`src/rtl/cache_miss_ctrl_pkg.sv`:
```
// Shared types and address-field constants for the
// data-cache miss controller.
package cache_pkg;

  localparam int OFFSET_W = 2;
  localparam int SET_W    = 7;
  localparam int TAG_W    = 23;
  localparam int WORD_W   = 32;

  typedef enum logic [2:0] {
    IDLE,
    RD_MEM,
    FILL,
    WR_MEM,
    WR_CACHE,
    DONE
  } state_t;

endpackage

```
`src/rtl/cache_miss_ctrl_if.sv`:
```
// CPU load/store port and main-memory req/ack bus.
// master drives the request, slave answers it.
interface cpu_port_if;
  import cache_pkg::*;

  logic              req;
  logic              we;
  logic [WORD_W-1:0] addr;
  logic [WORD_W-1:0] wdata;
  logic [WORD_W-1:0] rdata;
  logic              stall;

  modport master (
    output req, we, addr, wdata,
    input  rdata, stall
  );

  modport slave (
    input  req, we, addr, wdata,
    output rdata, stall
  );
endinterface

interface mem_bus_if;
  import cache_pkg::*;

  logic              req;
  logic              we;
  logic [WORD_W-1:0] addr;
  logic [WORD_W-1:0] wdata;
  logic              ack;
  logic [WORD_W-1:0] rdata;

  modport master (
    output req, we, addr, wdata,
    input  ack, rdata
  );

  modport slave (
    input  req, we, addr, wdata,
    output ack, rdata
  );
endinterface

```
`src/rtl/cache_miss_ctrl_sat_counter.sv`:
```
// Up-counter that sticks at all-ones.
module sat_counter #(
  parameter int W = 32
) (
  input  logic         clk,
  input  logic         rst,
  input  logic         inc,
  output logic [W-1:0] cnt
);

  always_ff @(posedge clk or negedge rst) begin
    if (!rst)
      cnt <= '0;
    else if (inc && cnt != '1)
      cnt <= cnt + 1'b1;
  end

endmodule

```
`src/rtl/cache_miss_ctrl.sv`:
```
// Load-miss / write-through controller between the CPU
// port, the 2-way data cache and main memory.
module cache_miss_ctrl
  import cache_pkg::*;
#(
  parameter int CNT_W = 32
) (
  input  logic              clk,
  input  logic              rst,
  cpu_port_if.slave         cpu,
  mem_bus_if.master         mem,
  input  logic              cache_hit,
  input  logic [WORD_W-1:0] cache_rdata,
  output logic [WORD_W-1:0] cache_addr,
  output logic              cache_we,
  output logic [WORD_W-1:0] cache_wdata,
  output logic [CNT_W-1:0]  hit_cnt,
  output logic [CNT_W-1:0]  miss_cnt
);

  state_t            state;
  logic [WORD_W-1:0] fill_buf;
  logic [WORD_W-1:0] st_data;
  logic              ld_op;

  logic idle;
  logic ld_hit;
  logic ld_miss;
  logic st_go;

  assign idle    = (state == IDLE);
  assign ld_hit  = idle & cpu.req & ~cpu.we & cache_hit;
  assign ld_miss = idle & cpu.req & ~cpu.we & ~cache_hit;
  assign st_go   = idle & cpu.req & cpu.we;

  always_ff @(posedge clk or negedge rst) begin
    if (!rst) begin
      state    <= IDLE;
      fill_buf <= '0;
      st_data  <= '0;
      ld_op    <= 1'b0;
    end else begin
      unique case (state)
        IDLE: begin
          if (ld_miss) begin
            state <= RD_MEM;
            ld_op <= 1'b1;
          end else if (st_go) begin
            state   <= WR_MEM;
            st_data <= cpu.wdata;
            ld_op   <= 1'b0;
          end
        end
        RD_MEM: begin
          if (mem.ack) begin
            fill_buf <= mem.rdata;
            state    <= FILL;
          end
        end
        FILL:     state <= DONE;
        WR_MEM:   if (mem.ack) state <= WR_CACHE;
        WR_CACHE: state <= DONE;
        DONE:     state <= IDLE;
        default:  state <= IDLE;
      endcase
    end
  end

  // Bus outputs decode straight from the state register so
  // an asynchronous reset drops them without a clock.
  always_comb begin
    cpu.stall   = 1'b0;
    cpu.rdata   = '0;
    mem.req     = 1'b0;
    mem.we      = 1'b0;
    mem.addr    = '0;
    mem.wdata   = '0;
    cache_addr  = cpu.addr;
    cache_we    = 1'b0;
    cache_wdata = '0;
    unique case (state)
      IDLE: begin
        cpu.stall = cpu.req & (cpu.we | ~cache_hit);
        if (ld_hit)
          cpu.rdata = cache_rdata;
      end
      RD_MEM: begin
        cpu.stall = 1'b1;
        mem.req   = 1'b1;
        mem.addr  = cpu.addr;
      end
      FILL: begin
        cpu.stall   = 1'b1;
        cache_we    = 1'b1;
        cache_wdata = fill_buf;
      end
      WR_MEM: begin
        cpu.stall = 1'b1;
        mem.req   = 1'b1;
        mem.we    = 1'b1;
        mem.addr  = cpu.addr;
        mem.wdata = st_data;
      end
      WR_CACHE: begin
        cpu.stall   = 1'b1;
        cache_we    = 1'b1;
        cache_wdata = st_data;
      end
      DONE: begin
        if (ld_op)
          cpu.rdata = fill_buf;
      end
      default: ;
    endcase
    if (!rst) begin
      cpu.stall = 1'b0;
      cpu.rdata = '0;
    end
  end

  sat_counter #(.W(CNT_W)) u_hit_cnt (
    .clk (clk),
    .rst (rst),
    .inc (ld_hit),
    .cnt (hit_cnt)
  );

  sat_counter #(.W(CNT_W)) u_miss_cnt (
    .clk (clk),
    .rst (rst),
    .inc (ld_miss),
    .cnt (miss_cnt)
  );

endmodule

```
`src/flat_wrapper.sv`:
```
// flat-port wrapper written by rule: the top's interface ports become plain ports
module cache_miss_ctrl_flat import cache_pkg::*;
#(
  parameter int CNT_W = 32
)
  (clk, rst, cache_hit, cache_rdata, cache_addr, cache_we, cache_wdata, hit_cnt, miss_cnt, cpu_req, cpu_we, cpu_addr, cpu_wdata, cpu_rdata, cpu_stall, mem_req, mem_we, mem_addr, mem_wdata, mem_ack, mem_rdata);
  cpu_port_if cpu_i ();
  mem_bus_if mem_i ();
  input  logic clk;
  input  logic rst;
  input  logic cache_hit;
  input  logic [WORD_W-1:0] cache_rdata;
  output logic [WORD_W-1:0] cache_addr;
  output logic cache_we;
  output logic [WORD_W-1:0] cache_wdata;
  output logic [CNT_W-1:0] hit_cnt;
  output logic [CNT_W-1:0] miss_cnt;
  input wire logic [$bits(cpu_i.req)-1:0] cpu_req;
  input wire logic [$bits(cpu_i.we)-1:0] cpu_we;
  input wire logic [$bits(cpu_i.addr)-1:0] cpu_addr;
  input wire logic [$bits(cpu_i.wdata)-1:0] cpu_wdata;
  output wire logic [$bits(cpu_i.rdata)-1:0] cpu_rdata;
  output wire logic [$bits(cpu_i.stall)-1:0] cpu_stall;
  output wire logic [$bits(mem_i.req)-1:0] mem_req;
  output wire logic [$bits(mem_i.we)-1:0] mem_we;
  output wire logic [$bits(mem_i.addr)-1:0] mem_addr;
  output wire logic [$bits(mem_i.wdata)-1:0] mem_wdata;
  input wire logic [$bits(mem_i.ack)-1:0] mem_ack;
  input wire logic [$bits(mem_i.rdata)-1:0] mem_rdata;
  assign cpu_i.req = cpu_req;
  assign cpu_i.we = cpu_we;
  assign cpu_i.addr = cpu_addr;
  assign cpu_i.wdata = cpu_wdata;
  assign cpu_rdata = cpu_i.rdata;
  assign cpu_stall = cpu_i.stall;
  assign mem_req = mem_i.req;
  assign mem_we = mem_i.we;
  assign mem_addr = mem_i.addr;
  assign mem_wdata = mem_i.wdata;
  assign mem_i.ack = mem_ack;
  assign mem_i.rdata = mem_rdata;
  cache_miss_ctrl #(.CNT_W(CNT_W)) u_core (.clk(clk), .rst(rst), .cpu(cpu_i), .mem(mem_i), .cache_hit(cache_hit), .cache_rdata(cache_rdata), .cache_addr(cache_addr), .cache_we(cache_we), .cache_wdata(cache_wdata), .hit_cnt(hit_cnt), .miss_cnt(miss_cnt));
endmodule
```
`config.mk`:
```
export PLATFORM = sky130hd
export DESIGN_NAME = cache_miss_ctrl_flat
export DESIGN_NICKNAME = d
export VERILOG_FILES = /design/src/rtl/cache_miss_ctrl_pkg.sv /design/src/rtl/cache_miss_ctrl_if.sv /design/src/rtl/cache_miss_ctrl_sat_counter.sv /design/src/rtl/cache_miss_ctrl.sv /design/src/flat_wrapper.sv
export SDC_FILE = /design/constraint.sdc
export NUM_CORES = 1
export LEC_CHECK = 0
export CORE_MARGIN = 4
export CORE_UTILIZATION = 37
export CTS_CLUSTER_DIAMETER = 120
export DETAILED_ROUTE_END_ITERATION = 8
export PLACE_DENSITY = 0.87
export SLEW_MARGIN = 20
export SYNTH_ARGS = -nofsm -noshare
export SYNTH_HDL_FRONTEND = slang
export SYNTH_SLANG_ARGS = --single-unit
```
`constraint.sdc`:
```
create_clock -name clk -period 2.3 [get_ports clk]
set_input_delay 0.69 -clock clk [delete_from_list [all_inputs] [get_ports clk]]
set_output_delay 0.69 -clock clk [all_outputs]
set_load 0.01 [all_outputs]
```
-- Word level (Yosys, flattened, before mapping)
Index checks and enable logic that the tools add are counted.
- $add $sub $neg: 2
- multiply operators: 0
- divide/modulo/power cells: 0
- $lt $le $gt $ge: 0
- equality and inequality tests: 10
- shifts and indexed selects: 0
- mux-type cells: 19
- bitwise operators: 10
- reduce and logical (&&, ||, !) cells: 11
- operators with widths (kind ; number):
    $mux W32 ; 5
    $pmux W32 S2 ; 2
    $add A32 B1 Y32 const B ; 2
    $ne A32 B32 Y1 const B ; 2
    $mux W3 ; 4
    $pmux W3 S4 ; 1
    $and A1 B1 Y1 ; 6
    $eq A3 B2 Y1 const B ; 2
    $eq A3 B3 Y1 const B ; 2
    $mux W1 ; 6
    $reduce_and A3 Y1 ; 2
    $ne A2 B2 Y1 const B ; 2
    $reduce_and A2 Y1 ; 2
    $reduce_or A2 Y1 ; 2
    $reduce_or A4 Y1 ; 1
    $eq A3 B1 Y1 const B ; 1
    $logic_not A3 Y1 ; 1
    $ne A3 B3 Y1 const B ; 1
    $not A1 Y1 ; 3
    $logic_and A1 B1 Y1 ; 2
    $pmux W1 S2 ; 1
    $reduce_bool A2 Y1 ; 1
    $or A1 B1 Y1 ; 1
- flip-flop bits (word level): 132
- bits in latches: 0
- memory bits (writable): 0
- bits in read-only memories: 0
- input bits: 134
- output and inout bits: 228
- logic and storage cells: 58
- memories: 0

-- Longest topological paths before layout
Gate-level depths: netlist (run 1).
- depth after elaboration: 7
- depth in mapped cells: 8
- mapped depth without buffers: 6

-- Modules after synthesis
From an unflattened synthesis (run 1), not the netlist that was laid out.
- cells, all modules: 658
- area total of the unflattened synthesis: 7359.6 µm²
- by module, submodules not included (module ; instances ; cells each ; area an instance (µm²) ; sequential area each (µm²)):
    cache_miss_ctrl ; 1 ; 356 ; 4111.4 ; 1701.6
    sat_counter ; 2 ; 151 ; 1624.1 ; 800.8

-- Worst setup path after synthesis (run 1)
No wires, ideal clock.
- path kind: input -> output
- from: input port cpu_req
- to: output port cpu_rdata[10]
- arrival time: 1.861 ns
- required time: 1.610 ns
- slack: -0.251 ns
- cell stages on the path: 5
- path buffers: 1
- path through: or4b_4 nor2_4 buf_2 a22oi_1 nor2b_1
- cells in the longest elaborated chain, start to end: 6
- RTL lines (what ; RTL line ; RTL):
    start: declaration ; flat_wrapper.sv:18 ; input wire logic [$bits(cpu_i.req)-1:0] cpu_req;
    $and A1 B1 Y1 (3 in a row) ; cache_miss_ctrl.sv:32 ; assign ld_hit = idle & cpu.req & ~cpu.we & cache_hit;
    $mux W32 ; cache_miss_ctrl.sv:84 ; if (ld_hit)
    $pmux W32 S2 ; cache_miss_ctrl.sv:81 ; unique case (state)
    $mux W32 ; cache_miss_ctrl.sv:115 ; if (!rst) begin
    end: declaration ; flat_wrapper.sv:22 ; output wire logic [$bits(cpu_i.rdata)-1:0] cpu_rdata;
No other way between the ends.

-- Final worst setup path (run 1)
- from: input port cpu_req
- to: output port cpu_rdata[9]
The elaborated chain is that of the path after synthesis.

==> results of run 1 <==
==> cells in the mapped netlist (25+ instances only) <==
master | number | area [sq um]
a22o_1 | 32 | 280
nand3_1 | 32 | 160
clkbuf_1 | 25 | 93.8
buf_4 | 33 | 248
dfrtp_1 | 132 | 3300
nor2b_1 | 34 | 213
nand2_1 | 27 | 101
and2_1 | 38 | 238
mux2_2 | 64 | 721
xnor2_1 | 52 | 455
a22oi_1 | 32 | 240
and3_1 | 52 | 325
==> placed cells by master (no fill, tap or decap), types with 3 or more instances in the layout <==
cell / n
clkdlybuf4s50_1: 193
dfrtp_1: 132
buf_6: 116
mux2_2: 64
buf_4: 63
buf_2: 62
xnor2_1: 52
dlygate4sd2_1: 34
nand3_1: 32
nor2b_1: 32
a22o_1: 32
and3_4: 32
and2_4: 28
nand2_1: 26
buf_12: 26
nand4_1: 21
and3_1: 20
a22oi_1: 20
clkbuf_16: 17
buf_16: 14
nor2_1: 13
a22oi_2: 12
and2_1: 10
xor2_1: 9
buf_8: 9
and4_1: 7
diode_2: 4
nor3_1: 4
clkinv_4: 4
mux2_1: 3
nor3_4: 3
nor2_2: 3
inv_6: 3
clkinvlp_4: 3
==> metrics by stage <==
step | hold WS [ns] | area [sq um] | setup TNS, ns | power, W | std cells
final | 0.243 | 13500 | -57.84 | 0.0139 | 1410
after global routing | 0.233 | 13500 | -65.61 | 0.0144 | 1410
after CTS | 0.232 | 13400 | -51.99 | 0.0136 | 1406
after detailed placement | 0.480 | 11500 | -81.08 | 0.00836 | 1283
after global placement | 0.474 | 11500 | -72.42 | 0.00823 | 1283
after floorplan | 0.394 | 7260 | -5.48 | 0.00558 | 669
==> what timing repair did <==
item	CTS	global route
buffers inserted	79	14
pin swaps	24	22
endpoints found under the setup margin	166	150
gates cloned	15	0
resized for setup	796	38
==> metal layers <==
metal	track usage	up-vias
met5	0	-
li1	-	3319
met3	0.0733	90
met4	0.142	0
met1	0.354	3773
met2	0.500	384
==> worst min path at each step <==
stage / to / from / cells after the start
floorplan: u_core.fill_buf[0]$_DFFE_PN0P_ / rst / 0
global placement: u_core.ld_op$_DFFE_PN0P_ / u_core.ld_op$_DFFE_PN0P_ / 1
detailed placement: u_core.u_miss_cnt.cnt[15]$_DFFE_PN0P_ / u_core.u_miss_cnt.cnt[15]$_DFFE_PN0P_ / 1
CTS: u_core.fill_buf[16]$_DFFE_PN0P_ / rst / 2
global route: u_core.fill_buf[16]$_DFFE_PN0P_ / rst / 2
finish: u_core.fill_buf[16]$_DFFE_PN0P_ / rst / 2
==> sequential cells by signal (all words and copies together), names as in the netlist <==
register and count:
u_core.fill_buf 32, u_core.ld_op 1, u_core.st_data 32, u_core.state 3, u_core.u_hit_cnt.cnt 32, u_core.u_miss_cnt.cnt 32
==> worst max-delay path, stage by stage <==
cell	delay, ns
clkdlybuf4s15_1	0.19
or4b_4	0.50
nor2_4	0.17
buf_6	0.17
buf_16	0.15
a22oi_2	0.06
nor2b_1	0.14
buf_2	0.15
==> power by group through the flow <==
stage / logic (W) / clock network (W) / registers [W]
2_1_floorplan: 0.00219 / 0 / 0.00339
3_3_place_gp: 0.00461 / 0 / 0.00362
3_5_place_dp: 0.00472 / 0 / 0.00364
4_1_cts: 0.00720 / 0.00278 / 0.00366
5_1_grt: 0.00774 / 0.00290 / 0.00376
6_report: 0.00739 / 0.00275 / 0.00374
==> cells by family after synthesis <==
logic type      share of synthesized area
simple gates                        0.218
buf+inv                            0.0607
xor+xnor                           0.0737
flops                               0.455
mux                                 0.104
compound gates                     0.0849
fa+ha+maj                         0.00345
==> cell type report <==
type	instances	area share
clock buffer	19	0.0329
clock inverter	13	0.0110
sequential	132	0.245
timing repair buffer	518	0.398
tap	260	0.0241
inverter	4	0.00149
multi-input combinational	460	0.286
antenna	4	0.000743
==> run_results.csv, run 1 <==
group,metric,value,unit
outcome,violations,"negative setup slack",
placed_design,dp_slack,-1.26,ns
drt,wl,32900,um
timing,drv_slew,0,
clocking,htree_levels,4,
synth,ys.flop_type,"dfrtp_1",
floorplanning,fp.dieW,148,um
critical_path,r2r_cells,11,
drt,highest_layer,"met4",
synth,ys_ff_latch,132,
critical_path,critPathMaxFanout,6,
grt,grt_antenna_before_repair,4,
pwr,p_clk_frac,0.198,
finish,fin_util,0.709,
synth,synth_area_per_cell,10.8,sq um
floorplanning,row_count,50,
clocking,cts_buffers,17,
grt,track_usage,0.296,
critical_path,arrival,2.22,ns
drt,vias_per_cell,5.37,
timing,max_slew.worst_pin.slew,0.691,ns
pwr,p_switching,0.00475,W
drt,wl_per_cell,23.4,um
clocking,numClockSinks,132,
timing,hold_viol,0,
grt,grt_pass1_vias,8064,
critical_path,r2r-end,"u_core.fill_buf[30]$_DFFE_PN0P_",
critical_path,startpoint_type,"input pin",
finish,final_net_count,1269,
pwr,combPwrFrac,0.532,
synth,syn-cell-area,7250,sq um
pwr,sw_frac_of_total,0.342,
floorplanning,ios,362,
finish,ff_latch_area,3300,sq um
drt,drc_errors,0,
synth,synth_fp_nets,805,
floorplanning,core,19000,sq um
synth,ys_warn_count,0,
timing,timing.final.crit_share,1.27,
synth,synth_edf_count,0,
finish,drive_gt1_frac,0.424,
synth,synth.distinct_cells,51,
floorplanning,die-area,21900,sq um
timing,fin_ws,-0.612,ns
outcome,outcome,"complete, but fails checks",
critical_path,crit_type,"in -> out",
critical_path,r2r-start,"u_core.state[2]$_DFFE_PN0P_",
timing,clock_skew,0.0130,ns
grt,grt_remaining_overflow,0,
pwr,seqPwrFrac,0.269,
critical_path,crit_required,1.61,ns
placed_design,io_buffers,361,
critical_path,r2r_slack,0.01,ns
drt,vias,7566,
clocking,clock_latency,0.43,ns
floorplanning,die_h,148,um
timing,post-route-min-period,2.91,ns
pwr,internal_power,0.00913,W
timing,max_freq,343,MHz
finish,multi_input_area,3860,sq um
flow_run,drv_cap,0,
drt,postRouteAntennaNets,0,
drt,wl_met2,16500,um
finish,syn_to_final_growth,85.9,%
critical_path,crit_end,"cpu_rdata[9]",
pwr,p_leak,6.03,nW
grt,grt_pass1_wl,49500,um
timing,finalSetupViolCount,132,
drt,wl_met3,2320,um
drt,drt_iter0_drc,334,
hold_path,min_path_type,"in -> async",
grt,grt_max_degree,53,
finish,num-fill-cells,1353,
timing,rsz0062_at_grt,"yes",
synth,async_flop_share,1.00,
pwr,p_per_area,1030,nW/um^2
pwr,ir_drop,0.000674,V
critical_path,end_kind,"output pin",
clocking,cts_tree,"done",
clocking,cts_root_buffer,"clkbuf_16",
clocking,clk_pin_slew_worst_paths,0.06,ns
placed_design,place_congestion,0.899,
clocking,cts_buffer_depth,2,
drt,wl_met1,12800,um
floorplanning,start_util,0.381,
clocking,holdBufCountCts,0,
placed_design,place_hpwl,21600,um
synth,yosysSeqAreaShare,0.455,
drt,first_pass_iters,5,
synth,syn_inst,669,
critical_path,crit_start,"cpu_req",
timing,slew_headroom,0.539,
No activity file was read; power rests on OpenSTA's default activity.
==> inputs of run 2 (changes only) <==
--- a/config.mk
+++ b/config.mk
@@ -5,6 +5,7 @@
 export SDC_FILE = /design/constraint.sdc
 export NUM_CORES = 1
 export LEC_CHECK = 0
+export CORE_ASPECT_RATIO = 0.5
 export CORE_MARGIN = 4
 export CORE_UTILIZATION = 37
 export CTS_CLUSTER_DIAMETER = 120
==> run_results.csv, run 2 (synthesized netlist as in run 1, its figures left out) <==
group,metric,value,unit
critical_path,crit_required,1.61,ns
critical_path,r2r-start,"u_core.state[0]$_DFFE_PN0P_",
pwr,p_per_area,1020,nW/um^2
finish,fin_util,0.708,
clocking,cts_root_buffer,"clkbuf_16",
outcome,violations,"negative setup slack",
clocking,clock_latency,0.41,ns
timing,drv_slew,0,
clocking,htree_levels,4,
timing,timing.final.crit_share,1.27,
hold_path,min_path_type,"in -> async",
drt,first_pass_iters,6,
drt,drt_iter0_drc,734,
floorplanning,row_count,35,
floorplanning,ios,362,
critical_path,critPathMaxFanout,6,
grt,track_usage,0.278,
clocking,cts_buffer_depth,2,
timing,post-route-min-period,2.93,ns
flow_run,drv_cap,0,
floorplanning,start_util,0.385,
timing,fin_ws,-0.629,ns
drt,wl,33800,um
finish,final_net_count,1254,
timing,slew_headroom,0.680,
placed_design,place_hpwl,20700,um
timing,max_slew.worst_pin.slew,0.475,ns
pwr,combPwrFrac,0.525,
pwr,power.total,0.0136,W
clocking,cts_buffers,17,
critical_path,crit_start,"u_core.state[0]$_DFFE_PN0P_",
pwr,p_switching,0.00487,W
pwr,p_clk_frac,0.198,
clocking,numClockSinks,132,
finish,syn_to_final_growth,83.8,%
clocking,cts_tree,"done",
finish,final_cell_mix,"clkdlybuf4s50_1 (192), dfrtp_1 (132), buf_6 (97)",
outcome,outcome,"complete, but fails checks",
drt,wl_per_cell,24.3,um
critical_path,crit_type,"reg -> out",
pwr,p_leak,6.01,nW
grt,grt_remaining_overflow,0,
timing,hold_ws,0.224,ns
drt,postRouteAntennaNets,0,
timing,final.setup.tns,-60.78,ns
finish,mostFrequentLayoutCell,"clkdlybuf4s50_1",
floorplanning,die-area,22000,sq um
pwr,seqPwrFrac,0.277,
critical_path,end_kind,"output pin",
finish,num-fill-cells,1239,
drt,vias_per_cell,5.54,
grt,grtUsageMet3,0.0577,
timing,rsz0062_at_grt,"yes",
finish,diodes,0,
timing,clock_skew,0.0155,ns
floorplanning,core,18800,sq um
clocking,holdBufCountCts,0,
grt,grt_max_degree,35,
grt,grt_pass1_vias,7718,
critical_path,arrival,2.24,ns
clocking,clk_pin_slew_worst_paths,0.07,ns
grt,met2_usage,0.482,
pwr,internal_power,0.00872,W
timing,finalSetupViolCount,172,
drt,drc_errors,0,
timing,hold_viol,0,
timing,max_freq,341,MHz
grt,grt_antenna_before_repair,0,
floorplanning,fp.dieW,206,um
floorplanning,die_h,107,um
drt,vias,7705,
grt,grt-busiest-layer,"met2",
critical_path,startpoint_type,"flip-flop",
grt,grt_pass1_wl,47200,um
pwr,ir_drop,0.000656,V
placed_design,io_buffers,361,
grt,grt_util_met1,0.343,
pwr,sw_frac_of_total,0.358,
finish,drive_gt1_frac,0.420,
placed_design,place_congestion,0.882,
run 2: cell count changes in the layout (fill, tap and decap cells not counted), moves of 6 or more:
cell / change
a22oi_1: -10
a22oi_2: +10
and2_1: +7
and2_4: -7
buf_12: -13
buf_2: +14
buf_6: -19
clkbuf_16: +6
mux2_2: -20
mux2_4: +22
run 2: timing repair:
item                                    in CTS  in global routing
setup buffers                               47                 12
endpoints found under the setup margin     165                140
resized for setup                          747                 65
pin swaps                                   18                 19
gates cloned                                18                  7
run 2: layer usage:
metal / up-vias / share of wire
met5: - / 0
met4: 0 / 0.039
met3: 114 / 0.072
met2: 421 / 0.50
met1: 3875 / 0.39
li1: 3295 / -
run 2: power by group through the flow:
stage          registers [W]  logic [W]  clock network (W)
2_1_floorplan        0.00339    0.00219                  0
3_3_place_gp         0.00362    0.00436                  0
3_5_place_dp         0.00364    0.00447                  0
4_1_cts              0.00364    0.00634            0.00269
5_1_grt              0.00380    0.00741            0.00284
6_report             0.00376    0.00714            0.00269
run 2: worst max-delay path: stages (launching register included):
cell and delay [ns]:
dfrtp_1 0.39, or4b_4 0.57, nor2_4 0.16, buf_6 0.17, buf_16 0.14, a22oi_2 0.06
nor2b_1 0.16, buf_2 0.16
run 2: cell type report:
type                    instances  area [sq um]  area share
repair buffers                503          5130       0.385
multi-input cells             460          3970       0.298
flip-flops and latches        132          3300       0.248
clock buffers                  17           425      0.0319
well taps                     259           324      0.0243
clock inverters                15           155      0.0116
inverters                       4          20.0     0.00150
run 2: worst paths after layout:
check	to	slack, ns	cells after the start
setup / recovery	cpu_rdata[18]	-0.63	7
hold / removal	u_core.u_miss_cnt.cnt[30]$_DFFE_PN0P_	0.22	2
setup reg to reg	u_core.fill_buf[18]$_DFFE_PN0P_	-0.13	12
hold reg to reg	u_core.u_miss_cnt.cnt[15]$_DFFE_PN0P_	0.49	1
max in group asynchronous	u_core.u_miss_cnt.cnt[29]$_DFFE_PN0P_	1.42	3
min in group clk	u_core.u_miss_cnt.cnt[15]$_DFFE_PN0P_	0.49	1
run 2: per-stage QoR:
step / worst slack, ns / cell area, sq um / instances
5_1_grt: -0.665 / 13300 / 1390
4_1_cts: -0.560 / 12900 / 1373
6_report: -0.629 / 13300 / 1390
2_1_floorplan: -0.196 / 7260 / 669
3_3_place_gp: -1.11 / 11300 / 1276
3_5_place_dp: -1.19 / 11300 / 1276
